**src/rtl/host_link_ctrl_pkg.sv**
```systemverilog
// Shared definitions for the host link controller: state encoding and default widths.
package host_link_ctrl_pkg;

  localparam int unsigned DATA_W_DEF  = 16;
  localparam int unsigned ADDR_W_DEF  = 8;
  localparam int unsigned N_CORES_DEF = 4;

  typedef enum logic [1:0] {
    ST_IDLE   = 2'd0,
    ST_LOAD   = 2'd1,
    ST_RUN    = 2'd2,
    ST_UNLOAD = 2'd3
  } state_t;

endpackage

```
**src/rtl/host_link_unloader.sv**
```systemverilog
// Result window reader: issues one memory read per cycle and tracks the
// matching one-cycle-late valid and last-word flags.
module host_link_unloader
  import host_link_ctrl_pkg::*;
#(
  parameter int unsigned ADDR_W = ADDR_W_DEF
) (
  input  logic              clk,
  input  logic              rst,
  input  logic              start,
  input  logic [ADDR_W-1:0] base,
  input  logic [ADDR_W-1:0] len,
  output logic [ADDR_W-1:0] rd_addr,
  output logic              valid,
  output logic              last
);

  logic              issuing;
  logic [ADDR_W-1:0] remaining;

  always_ff @(posedge clk) begin
    if (rst) begin
      rd_addr   <= '0;
      remaining <= '0;
      issuing   <= 1'b0;
      valid     <= 1'b0;
      last      <= 1'b0;
    end else begin
      // Data for the address issued this cycle is on mem_rdata next cycle.
      valid <= issuing;
      last  <= issuing && (remaining == ADDR_W'(1));
      if (start) begin
        rd_addr   <= base;
        remaining <= (len == '0) ? ADDR_W'(1) : len;
        issuing   <= 1'b1;
      end else if (issuing) begin
        rd_addr   <= rd_addr + ADDR_W'(1);
        remaining <= remaining - ADDR_W'(1);
        if (remaining == ADDR_W'(1)) issuing <= 1'b0;
      end
    end
  end

endmodule

```
**src/rtl/host_link_ctrl.sv**
```systemverilog
// Host link controller: loads host words into shared memory, launches the
// selected cores, waits for all of them and streams a result window back.
module host_link_ctrl
  import host_link_ctrl_pkg::*;
#(
  parameter int unsigned DATA_W  = DATA_W_DEF,
  parameter int unsigned ADDR_W  = ADDR_W_DEF,
  parameter int unsigned N_CORES = N_CORES_DEF
) (
  input  logic               clk,
  input  logic               rst,
  input  logic [DATA_W-1:0]  com_data_in,
  input  logic               data_write_start,
  input  logic               data_write_done,
  input  logic [N_CORES-1:0] n_cores,
  input  logic [ADDR_W-1:0]  out_base,
  input  logic [ADDR_W-1:0]  out_len,
  output logic               mem_we,
  output logic [ADDR_W-1:0]  mem_addr,
  output logic [DATA_W-1:0]  mem_wdata,
  input  logic [DATA_W-1:0]  mem_rdata,
  output logic [N_CORES-1:0] core_start,
  input  logic [N_CORES-1:0] core_done,
  output logic [DATA_W-1:0]  com_data_out,
  output logic               output_write_start,
  output logic               output_write_done,
  output logic [1:0]         state,
  output logic               overflow
);

  localparam int unsigned CNT_W = ADDR_W + 1;

  state_t             state_q;
  logic [CNT_W-1:0]   wr_cnt;
  logic               full;
  logic [N_CORES-1:0] mask;
  logic [N_CORES-1:0] done_seen;
  logic [N_CORES-1:0] done_next;
  logic               all_done;
  logic [ADDR_W-1:0]  base_q;
  logic [ADDR_W-1:0]  len_q;
  logic               unl_start;
  logic [ADDR_W-1:0]  unl_base;
  logic [ADDR_W-1:0]  unl_len;
  logic [ADDR_W-1:0]  rd_addr;
  logic               unl_valid;
  logic               unl_last;
  logic [DATA_W-1:0]  data_hold;

  assign full      = wr_cnt[ADDR_W];
  assign done_next = done_seen | (core_done & mask);
  assign all_done  = (done_next & mask) == mask;

  // The unloader is armed on the edge that enters UNLOAD, from either LOAD or RUN.
  assign unl_start = ((state_q == ST_LOAD) && data_write_done && (n_cores == '0)) ||
                     ((state_q == ST_RUN) && all_done);
  assign unl_base  = (state_q == ST_LOAD) ? out_base : base_q;
  assign unl_len   = (state_q == ST_LOAD) ? out_len : len_q;

  assign mem_we    = (state_q == ST_LOAD) && data_write_start && !data_write_done && !full;
  assign mem_addr  = (state_q == ST_LOAD) ? wr_cnt[ADDR_W-1:0] : rd_addr;
  assign mem_wdata = (state_q == ST_LOAD) ? com_data_in : '0;

  assign com_data_out       = unl_valid ? mem_rdata : data_hold;
  assign output_write_start = unl_valid;
  assign output_write_done  = unl_last;
  assign state              = state_q;

  always_ff @(posedge clk) begin
    if (rst) begin
      state_q    <= ST_IDLE;
      wr_cnt     <= '0;
      mask       <= '0;
      done_seen  <= '0;
      base_q     <= '0;
      len_q      <= '0;
      core_start <= '0;
      overflow   <= 1'b0;
      data_hold  <= '0;
    end else begin
      core_start <= '0;
      if (unl_valid) data_hold <= mem_rdata;
      case (state_q)
        ST_IDLE: begin
          if (data_write_start) begin
            state_q  <= ST_LOAD;
            wr_cnt   <= '0;
            overflow <= 1'b0;
          end
        end
        ST_LOAD: begin
          if (data_write_done) begin
            mask      <= n_cores;
            base_q    <= out_base;
            len_q     <= out_len;
            done_seen <= '0;
            if (n_cores != '0) begin
              state_q    <= ST_RUN;
              core_start <= n_cores;
            end else begin
              state_q <= ST_UNLOAD;
            end
          end else if (data_write_start) begin
            if (full) overflow <= 1'b1;
            else      wr_cnt   <= wr_cnt + CNT_W'(1);
          end
        end
        ST_RUN: begin
          done_seen <= done_next;
          if (all_done) state_q <= ST_UNLOAD;
        end
        ST_UNLOAD: begin
          if (unl_last) begin
            state_q   <= ST_IDLE;
            done_seen <= '0;
          end
        end
        default: state_q <= ST_IDLE;
      endcase
    end
  end

  host_link_unloader #(.ADDR_W(ADDR_W)) u_unloader (
    .clk     (clk),
    .rst     (rst),
    .start   (unl_start),
    .base    (unl_base),
    .len     (unl_len),
    .rd_addr (rd_addr),
    .valid   (unl_valid),
    .last    (unl_last)
  );

endmodule

```
**config.mk**
```make
export PLATFORM = sky130hd
export DESIGN_NAME = host_link_ctrl
export DESIGN_NICKNAME = d
export VERILOG_FILES = /design/src/rtl/host_link_ctrl_pkg.sv /design/src/rtl/host_link_unloader.sv /design/src/rtl/host_link_ctrl.sv
export SDC_FILE = /design/constraint.sdc
export NUM_CORES = 1
export LEC_CHECK = 0
export BUFFER_PORTS_ARGS = -buffer_cell sky130_fd_sc_hd__buf_2
export CAP_MARGIN = 0
export CORE_MARGIN = 4
export CORE_UTILIZATION = 40
export DETAILED_ROUTE_END_ITERATION = 16
export GPL_TIMING_DRIVEN = 0
export PLACE_DENSITY_LB_ADDON = 0.05
export SLEW_MARGIN = 25
export SYNTH_ARGS = -nofsm -noshare
export SYNTH_HDL_FRONTEND = slang
export SYNTH_HIERARCHICAL = 1
export SYNTH_SLANG_ARGS = --single-unit
export TNS_END_PERCENT = 20
```
**constraint.sdc**
```tcl
create_clock -name clk -period 2.34 [get_ports clk]
set_input_delay 0.468 -clock clk [delete_from_list [all_inputs] [get_ports clk]]
set_output_delay 0.468 -clock clk [all_outputs]
set_load 0.005 [all_outputs]
```
==> results of run 1 <==
critical path: cells and delay by family, from the launching register on:
family | cells | cell delay [ns]
DFF | 1 | 0.35
adders and majority gates | 1 | 0.18
buffers and inverters | 4 | 0.48
and+or+nand+nor | 3 | 0.98
AOI/OAI and AO/OA | 2 | 0.20
area by class of cell:
class	instances	area (sq um)	share of cell area (%)
multi-input cells	298	2030	43.9
flip-flops and latches	75	1510	32.5
repair buffers	112	568	12.3
plain buffers	26	163	3.52
clock buffers	11	141	3.06
well taps	108	135	2.92
inverters	12	45.0	0.974
clock inverters	5	37.5	0.812
per-layer routing:
metal	up-vias	GRT usage (%)
met5	-	0
met4	0	3.32
met3	8	5.46
met2	81	28.7
met1	1507	22.7
li1	1667	-
sequential cells by signal, summed over array words and instances, names as in the netlist:
name / cells
u_unloader/last: 1
overflow: 1
data_hold: 16
core_start: 4
u_unloader/rd_addr: 8
u_unloader/issuing: 1
u_unloader/valid: 1
wr_cnt: 9
u_unloader/remaining: 8
base_q: 8
state: 2
done_seen: 4
mask: 4
len_q: 8
cell families (layout without fill, tap and decap cells):
group                      Yosys count  after routing
AOI/OAI and AO/OA                   65             65
xor gates and xnor gates            14             14
adders and majority gates            8              8
buffers and inverters               38            166
DFF                                 75             75
muxes                               43             43
and+or+nand+nor                    168            168
power breakdown:
part	internal, mW	switching [mW]
combinational	0.960	1.03
clock	0.418	0.500
sequential	1.49	0.166
cells in the final DEF, fill, tap and decap left out, drive strengths merged, types with 3 or more instances in the layout:
cell	instances
nand3	4
buf	124
nor4	3
a211oi	8
o211ai	3
a31oi	5
inv	13
xor2	11
and4	5
and2	19
nor2	27
ha	8
nor3b	10
dfxtp	75
mux2	41
nand4	6
clkbuf	25
nand2b	3
a21oi	31
nand2	56
nor3	3
nor2b	23
xnor2	3
timing repair:
action / in CTS / in global routing
resized for setup: 9 / 8
setup endpoints to repair: 20 / 19
buffers inserted: 3 / 0
final timing paths:
path	startpoint	to	slack (ns)	depth (start not counted)
setup reg to reg	state[1]$_SDFFE_PP0P_	u_unloader/rd_addr[7]$_SDFFE_PP0P_	0.07	10
hold / removal	out_base[3]	base_q[3]$_SDFFE_PP0P_	0.36	3
setup / recovery	state[1]$_SDFFE_PP0P_	u_unloader/rd_addr[7]$_SDFFE_PP0P_	0.07	10
hold reg to reg	len_q[2]$_SDFFE_PP0P_	len_q[2]$_SDFFE_PP0P_	0.46	2
==> results.yml, run 1 <==
cells_and_area:
  diodes: 0
  drive_gt1_share_pct: 35.6
  instances_no_fill: 647
  final_core_util_pct: 52.3
  nets: 602
  fin_area_sq_um: 4620
  syn_to_final_growth_pct: 25.4
  fillers: 867
yosys:
  yosys_warnings: 6
  synth_compound_area_share_pct: 11.5
  synth_adder_area_share_pct: 2.71
  synth_fp_nets: 479
  synthTopCellsByCount: "dfxtp_1, nand2_1, mux2_2, a21oi_1, nor2_1"
  synthSimpleGateAreaFrac_pct: 23.7
  synth_top_family_by_area: "simple AND/OR/NAND/NOR gates"
  muxShareOfSynthArea_pct: 13.1
  ys_async_sr_fraction_pct: 0
  yosysMostFrequentCell: "dfxtp_1"
  synth_cell_type_count: 48
  synth_top_area_share_pct: 40.7
  syn_area_sq_um: 3690
  synth_top_flop_cell: "dfxtp_1"
  yosysTopAreaCell: "dfxtp_1"
  synthTopCellsByArea: "dfxtp_1, mux2_2, nand2_1, a21oi_1, nor2b_1"
  ys_seq_elements: 75
  synth_seq_area_share_pct: 40.7
  avgSynthCellArea_sq_um: 8.97
  synthXorXnorAreaFrac_pct: 3.32
  synth-edff-count: 0
  synth_cells: 411
routing:
  detail-route-antenna-nets: 0
  vias_per_cell: 5.04
  wire_per_inst_um: 14.6
  wl_met3_um: 494
  num_vias: 3263
  drtIter0Drc: 102
  wl_met2_mm: 4.42
  wl_met1_mm: 4.49
  drt_first_pass_iters: 4
  remaining_drc_errors: 0
  drt-total-wl_mm: 9.46
  highest_layer: "met4"
place:
  dpl.hpwl_mm: 7.21
  routabilityCongestion: 0.791
  placed_area_sq_um: 4380
  post-place-ws_ns: -0.212
  dp_cells: 628
  port_buffers: 109
timing:
  final.setup.worst_slack_ns: 0.0659
  holdWs_ns: 0.362
  hold_violations: 0
  fin_skew_ns: 0.0114
  rsz0062_at_grt: "true"
  finalSetupTns_ns: 0
  drv_slew: 0
  tightest_slew_ns: 0.621
  period_share_pct: 97.2
  slew-limit-headroom_pct: 58.3
  finalSetupViolations: 0
  period_needed_ns: 2.27
  max_freq_mhz: 440
floorplanning:
  die_area_sq_um: 10800
  start_util_pct: 41.7
  dieWidth_um: 104
  fp.dieH_um: 104
  fp.coreArea_sq_um: 8850
  rows: 34
  io_pins: 110
global_route:
  grt_max_degree: 14
  grt.total_usage_pct: 17.5
  grt_pass1_vias: 3165
  grt-ovfl-total: 0
  grt_antenna_before_repair: 0
  grt_first_pass_wirelength_mm: 15.6
clock_tree:
  insertion_delay_ns: 0.35
  cts_tree: "yes"
  cts.htree.levels: 3
  cts.sinks: 75
  clockBufferDepth: 2
  cts_buffers: 9
  holdBufCountCts: 0
  root_buffer: "clkbuf_8"
  clk_pin_slew_ns: 0.08
worst_setup_path:
  start_kind: "flip-flop"
  cp.required_ns: 2.61
  cp_max_fo: 10
  critPathMostFrequentCell: "buf_6"
  worst_ep_arrival_time_ns: 2.54
  critical_path.max_stage_delay_ns: 0.51
  path_class: "flip-flop to flip-flop"
  crit_slowest_cell: "or4_1"
  crit_path_end_kind: "flip-flop"
  cp_cell_sequence: "inv_1 -> ha_1 -> buf_6 -> nand2_8 -> clkbuf_8 -> o22ai_1 -> buf_6 -> or3b_4 -> or4_1 -> o211ai_1"
run_status:
  status: "completed"
power:
  vdd_drop_max_v: 0.000470
  power_mw: 4.56
  leakage_nw: 2.01
  powerDensity_nw_per_um2: 987
job:
  max-cap-violations: 0
min_path:
  min_path_type: "input pin to flip-flop"
(Power assumes the default switching activity.)
==> run 2, diff against run 1 <==
Settings changed: ABC_CLOCK_PERIOD_IN_PS set to 1900.
Clock period 2.34 ns to 1.9 ns, I/O delays scaled along.
==> run 2 against run 1 <==
Compared with the run above: the flow now finishes with violations (setup timing); global-route usage rose by 0.99 points; sequential power rose by 25%; core utilization rose by 4.7 points; clock power rose by 55%; clock skew fell by 0.0034 ns; sequential share of layout area fell by 2.6 points; critical path type is now flip-flop to output pin; largest cell class unchanged.
==> results.yml, run 2 (synthesized netlist as in run 1, its figures left out) <==
run_status:
  violations: "setup timing"
  status: "finished with violations"
floorplanning:
  start_util_pct: 41.7
  io_pins: 110
  die_area_sq_um: 10800
  dieWidth_um: 104
  fp.dieH_um: 104
  fp.coreArea_sq_um: 8850
  rows: 34
power:
  power_mw: 6.61
  powerDensity_nw_per_um2: 1310
  vdd_drop_max_v: 0.000582
  leakage_nw: 2.17
routing:
  wire_per_inst_um: 15.6
  drtIter0Drc: 99
  num_vias: 3345
  detail-route-antenna-nets: 0
  drt-total-wl_mm: 10.2
  remaining_drc_errors: 0
  drt_first_pass_iters: 4
  vias_per_cell: 5.11
timing:
  rsz0062_at_grt: "true"
  final.setup.worst_slack_ns: -0.134
  period_share_pct: 107
  max_freq_mhz: 492
  finalSetupViolations: 17
  slew-limit-headroom_pct: 60.5
  fin_skew_ns: 0.00795
  period_needed_ns: 2.03
  holdWs_ns: 0.269
  drv_slew: 0
  hold_violations: 0
  finalSetupTns_ns: -1.61
  tightest_slew_ns: 0.588
min_path:
  min_path_type: "input pin to flip-flop"
worst_setup_path:
  reg2regPathDepth: 9
  endpoint: "mem_addr[3]"
  reg2reg_slack_ns: -0.06
  start_kind: "flip-flop"
  path_class: "flip-flop to output pin"
  r2r-end: "u_unloader/remaining[0]$_SDFFE_PP0P_"
  cp-startpoint: "state[1]$_SDFFE_PP0P_"
  cp_max_fo: 5
  worst_ep_arrival_time_ns: 1.65
  crit_path_end_kind: "output pin"
  r2r_start: "state[1]$_SDFFE_PP0P_"
  cp.required_ns: 1.52
global_route:
  grt_pass1_vias: 3314
  grt_max_degree: 17
  grt-ovfl-total: 0
  grt.total_usage_pct: 18.5
  grt_first_pass_wirelength_mm: 16.3
  grt_antenna_before_repair: 0
cells_and_area:
  diodes: 0
  final_cell_mix: "buf_2, dfxtp_1, nand2_1"
  syn_to_final_growth_pct: 36.7
  reg_top3: "data_hold x16, wr_cnt x9"
  drive_gt1_share_pct: 40.7
  layout_commonest_cell: "buf_2"
  instances_no_fill: 654
  nets: 609
  top_register: "data_hold"
  largest_reg_flops: 16
place:
  routabilityCongestion: 0.813
  post-place-ws_ns: -0.453
  port_buffers: 109
  dpl.hpwl_mm: 7.29
  dp_cells: 628
clock_tree:
  holdBufCountCts: 0
  clk_pin_slew_ns: 0.08
  clockBufferDepth: 2
  insertion_delay_ns: 0.35
  cts_tree: "yes"
  cts.sinks: 75
  cts_buffers: 9
  cts.htree.levels: 3
  root_buffer: "clkbuf_8"
job:
  max-cap-violations: 0
-- run 2: cell types whose count changed in the layout (fill, tap and decap cells not counted), moves of 3 or more --
cell	delta
buf_6	+11
mux2_2	-11
buf_4	+5
mux2_4	+11
clkbuf_16	+3
buf_12	+3
buf_2	-13
dfxtp_1	-3
-- run 2: routing by layer --
layer  up-vias  share of wire [%]  global-route usage (%)
li1       1680                  -                       -
met1      1569                 46                    23.5
met2        82                 47                    30.5
met3        14                5.1                    4.47
met4         0                1.5                    6.46
met5         -                  0                       0
-- run 2: area by class of cell --
class,instances,area (sq um)
multi-input combinational,298,2170
sequential,75,1510
timing repair buffer,122,744
buffer,23,210
clock buffer,12,155
fill,845,3800
clock inverter,4,72.6
tap,108,135
inverter,12,47.5
-- run 2: worst min path at each step --
stage / from / to / slack, ns / cells after the start
floorplan: base_q[0]$_SDFFE_PP0P_ / base_q[0]$_SDFFE_PP0P_ / 0.43 / 2
global placement: base_q[5]$_SDFFE_PP0P_ / base_q[5]$_SDFFE_PP0P_ / 0.44 / 2
detailed placement: len_q[6]$_SDFFE_PP0P_ / len_q[6]$_SDFFE_PP0P_ / 0.45 / 2
CTS: out_base[0] / base_q[0]$_SDFFE_PP0P_ / 0.26 / 3
global route: out_base[0] / base_q[0]$_SDFFE_PP0P_ / 0.27 / 3
finish: out_base[1] / base_q[1]$_SDFFE_PP0P_ / 0.27 / 3
-- run 2: power breakdown --
part	internal, mW	switching [mW]	leakage, nW
logic	1.67	1.45	1.44
registers	1.84	0.225	0.610
clock network	0.810	0.610	0.113
total	4.32	2.29	2.17
-- run 2: critical path: stages (launching register included) --
cell and delay (ns):
dfxtp_4 0.37, inv_4 0.04, ha_4 0.19, buf_12 0.13
clkbuf_16 0.15, mux2_4 0.30, buf_6 0.12
-- run 2: timing repair --
item | in CTS | in global routing
gates resized for setup | 55 | 20
setup endpoints to repair | 50 | 48
hold endpoints to repair | 0 | 0
pin swaps | 7 | 1
buffers inserted | 11 | 2
-- run 2: stage by stage --
step	area [sq um]	util (%)
floorplan	3730	-
global placement	4420	49.9
detailed placement	4420	49.9
CTS	4950	55.9
global route	5040	57.0
finish	5040	57.0
==> run 3, diff against run 2 <==
Settings changed: CELL_PAD_IN_SITES_DETAIL_PLACEMENT set to 0, CELL_PAD_IN_SITES_GLOBAL_PLACEMENT set to 1, CORE_UTILIZATION 40 to 34.
==> run 3 against run 2 <==
Compared with the run above: the run still ends with setup timing left; clock skew is essentially flat; sequential share of layout area shrank 0.36 points; critical path depth shrank 1; core utilization shrank 8.2 points; final cell count grew 4.3%; sequential power is essentially flat; largest cell class unchanged; maximum frequency grew 2.8%; hold slack gained 0.0046 ns.
==> results.yml, run 3 (synthesized netlist as in run 1, its figures left out) <==
routing:
  drtIter0Drc: 178
  wire_per_inst_um: 15.6
  wl_met1_mm: 5.21
  drt-total-wl_mm: 10.6
  num_vias: 3305
  wl_met3_um: 472
  detail-route-antenna-nets: 0
  highest_layer: "met4"
  remaining_drc_errors: 0
  wl_met2_mm: 4.82
  vias_per_cell: 4.85
  drt_first_pass_iters: 4
floorplanning:
  fp.dieH_um: 112
  rows: 37
  start_util_pct: 35.3
  io_pins: 110
  die_area_sq_um: 12600
  dieWidth_um: 112
  fp.coreArea_sq_um: 10500
clock_tree:
  cts_tree: "yes"
  cts_buffers: 9
  insertion_delay_ns: 0.35
  cts.htree.levels: 3
  root_buffer: "clkbuf_8"
  holdBufCountCts: 0
  clk_pin_slew_ns: 0.08
  cts.sinks: 75
  clockBufferDepth: 2
global_route:
  grt_antenna_before_repair: 0
  grt_max_degree: 17
  grt_pass1_vias: 3303
  grt.total_usage_pct: 16.8
  grt_first_pass_wirelength_mm: 17.2
  grt-ovfl-total: 0
timing:
  drv_slew: 0
  fin_skew_ns: 0.00756
  max_freq_mhz: 505
  tightest_slew_ns: 0.652
  hold_violations: 0
  slew-limit-headroom_pct: 56.5
  holdWs_ns: 0.274
  period_share_pct: 104
  rsz0062_at_grt: "true"
  finalSetupViolations: 12
  finalSetupTns_ns: -0.767
  final.setup.worst_slack_ns: -0.0793
  period_needed_ns: 1.98
run_status:
  status: "finished with violations"
  violations: "setup timing"
cells_and_area:
  instances_no_fill: 682
  layout_commonest_cell: "buf_2"
  top_register: "data_hold"
  drive_gt1_share_pct: 41.4
  final_core_util_pct: 48.8
  diodes: 0
  final_cell_mix: "buf_2, dfxtp_1, nand2_1"
  largest_reg_flops: 16
  syn_to_final_growth_pct: 38.5
  nets: 609
  reg_top3: "data_hold x16, wr_cnt x9"
  fillers: 1027
place:
  dpl.hpwl_mm: 7.64
  routabilityCongestion: 0.808
  dp_cells: 656
  post-place-ws_ns: -0.506
  port_buffers: 109
power:
  switching_share_pct: 34.1
  powerDensity_nw_per_um2: 1330
  combPwrFrac_pct: 45.7
  seq_power_share_pct: 30.4
  p_sw_mw: 2.32
  vdd_drop_max_v: 0.000616
  leakage_nw: 2.17
  intPower_mw: 4.48
  clkPwrFrac_pct: 23.9
worst_setup_path:
  start_kind: "flip-flop"
  cp.required_ns: 1.52
  crit_path_end_kind: "output pin"
  cp_max_fo: 6
  reg2regPathDepth: 6
  reg2reg_slack_ns: -0.06
  path_class: "flip-flop to output pin"
  worst_ep_arrival_time_ns: 1.60
job:
  max-cap-violations: 0
min_path:
  hold_depth: 3
  min_path_type: "input pin to flip-flop"
run 3: cell count changes in the layout (fill, tap and decap cells not counted), sizes merged:
cell	change
bufinv	+2
clkbuf	-2
clkinv	+1
clkinvlp	-1
run 3: worst max-delay path: stages, from the launching register on:
cell and delay, ns:
dfxtp_4 0.36, inv_4 0.05, ha_4 0.23, clkbuf_16 0.19
mux2_4 0.30, buf_6 0.12
run 3: timing repair:
| action | in CTS | in global routing |
|---|---|---|
| resized for setup | 50 | 25 |
| setup buffers | 12 | 2 |
| pin swaps | 5 | 5 |
| endpoints found under the setup margin | 51 | 45 |
run 3: power groups by stage:
stage,registers [mW],logic [mW],clock network (mW)
2_1_floorplan,2.03,1.71,0
3_3_place_gp,2.09,2.42,0
3_5_place_dp,2.10,2.43,0
4_1_cts,2.07,3.00,1.68
5_1_grt,2.11,3.41,1.74
6_report,2.07,3.11,1.63
run 3: path summary, 6_finish.rpt:
check / endpoint / start
worst max-delay path: mem_addr[1] / state[1]$_SDFFE_PP0P_
worst min-delay path: len_q[4]$_SDFFE_PP0P_ / out_len[4]
worst max register to register: u_unloader/rd_addr[7]$_SDFFE_PP0P_ / mask[0]$_SDFFE_PP0P_
worst min register to register: base_q[0]$_SDFFE_PP0P_ / base_q[0]$_SDFFE_PP0P_
run 3: layer usage:
metal,track usage (%),vias to the layer above
met3,3.77,11
met4,5.21,0
met5,0,-
met1,23.4,1546
met2,25.9,68
li1,-,1680
run 3: through the flow:
step,total power [mW],cell area (sq um)
final,6.80,5110
after global routing,7.26,5110
after floorplan,3.75,3730
after detailed placement,4.53,4450
after global placement,4.51,4450
after CTS,6.74,5020
run 3: layout make-up:
type,count,area (sq um),area share [%]
sequential,75,1510,29.6
multi-input combinational,298,2180,42.6
buffer,22,210,4.11
clock buffer,10,128,2.50
tap,136,170,3.33
clock inverter,6,138,2.69
timing repair buffer,123,724,14.2
inverter,12,47.5,0.931
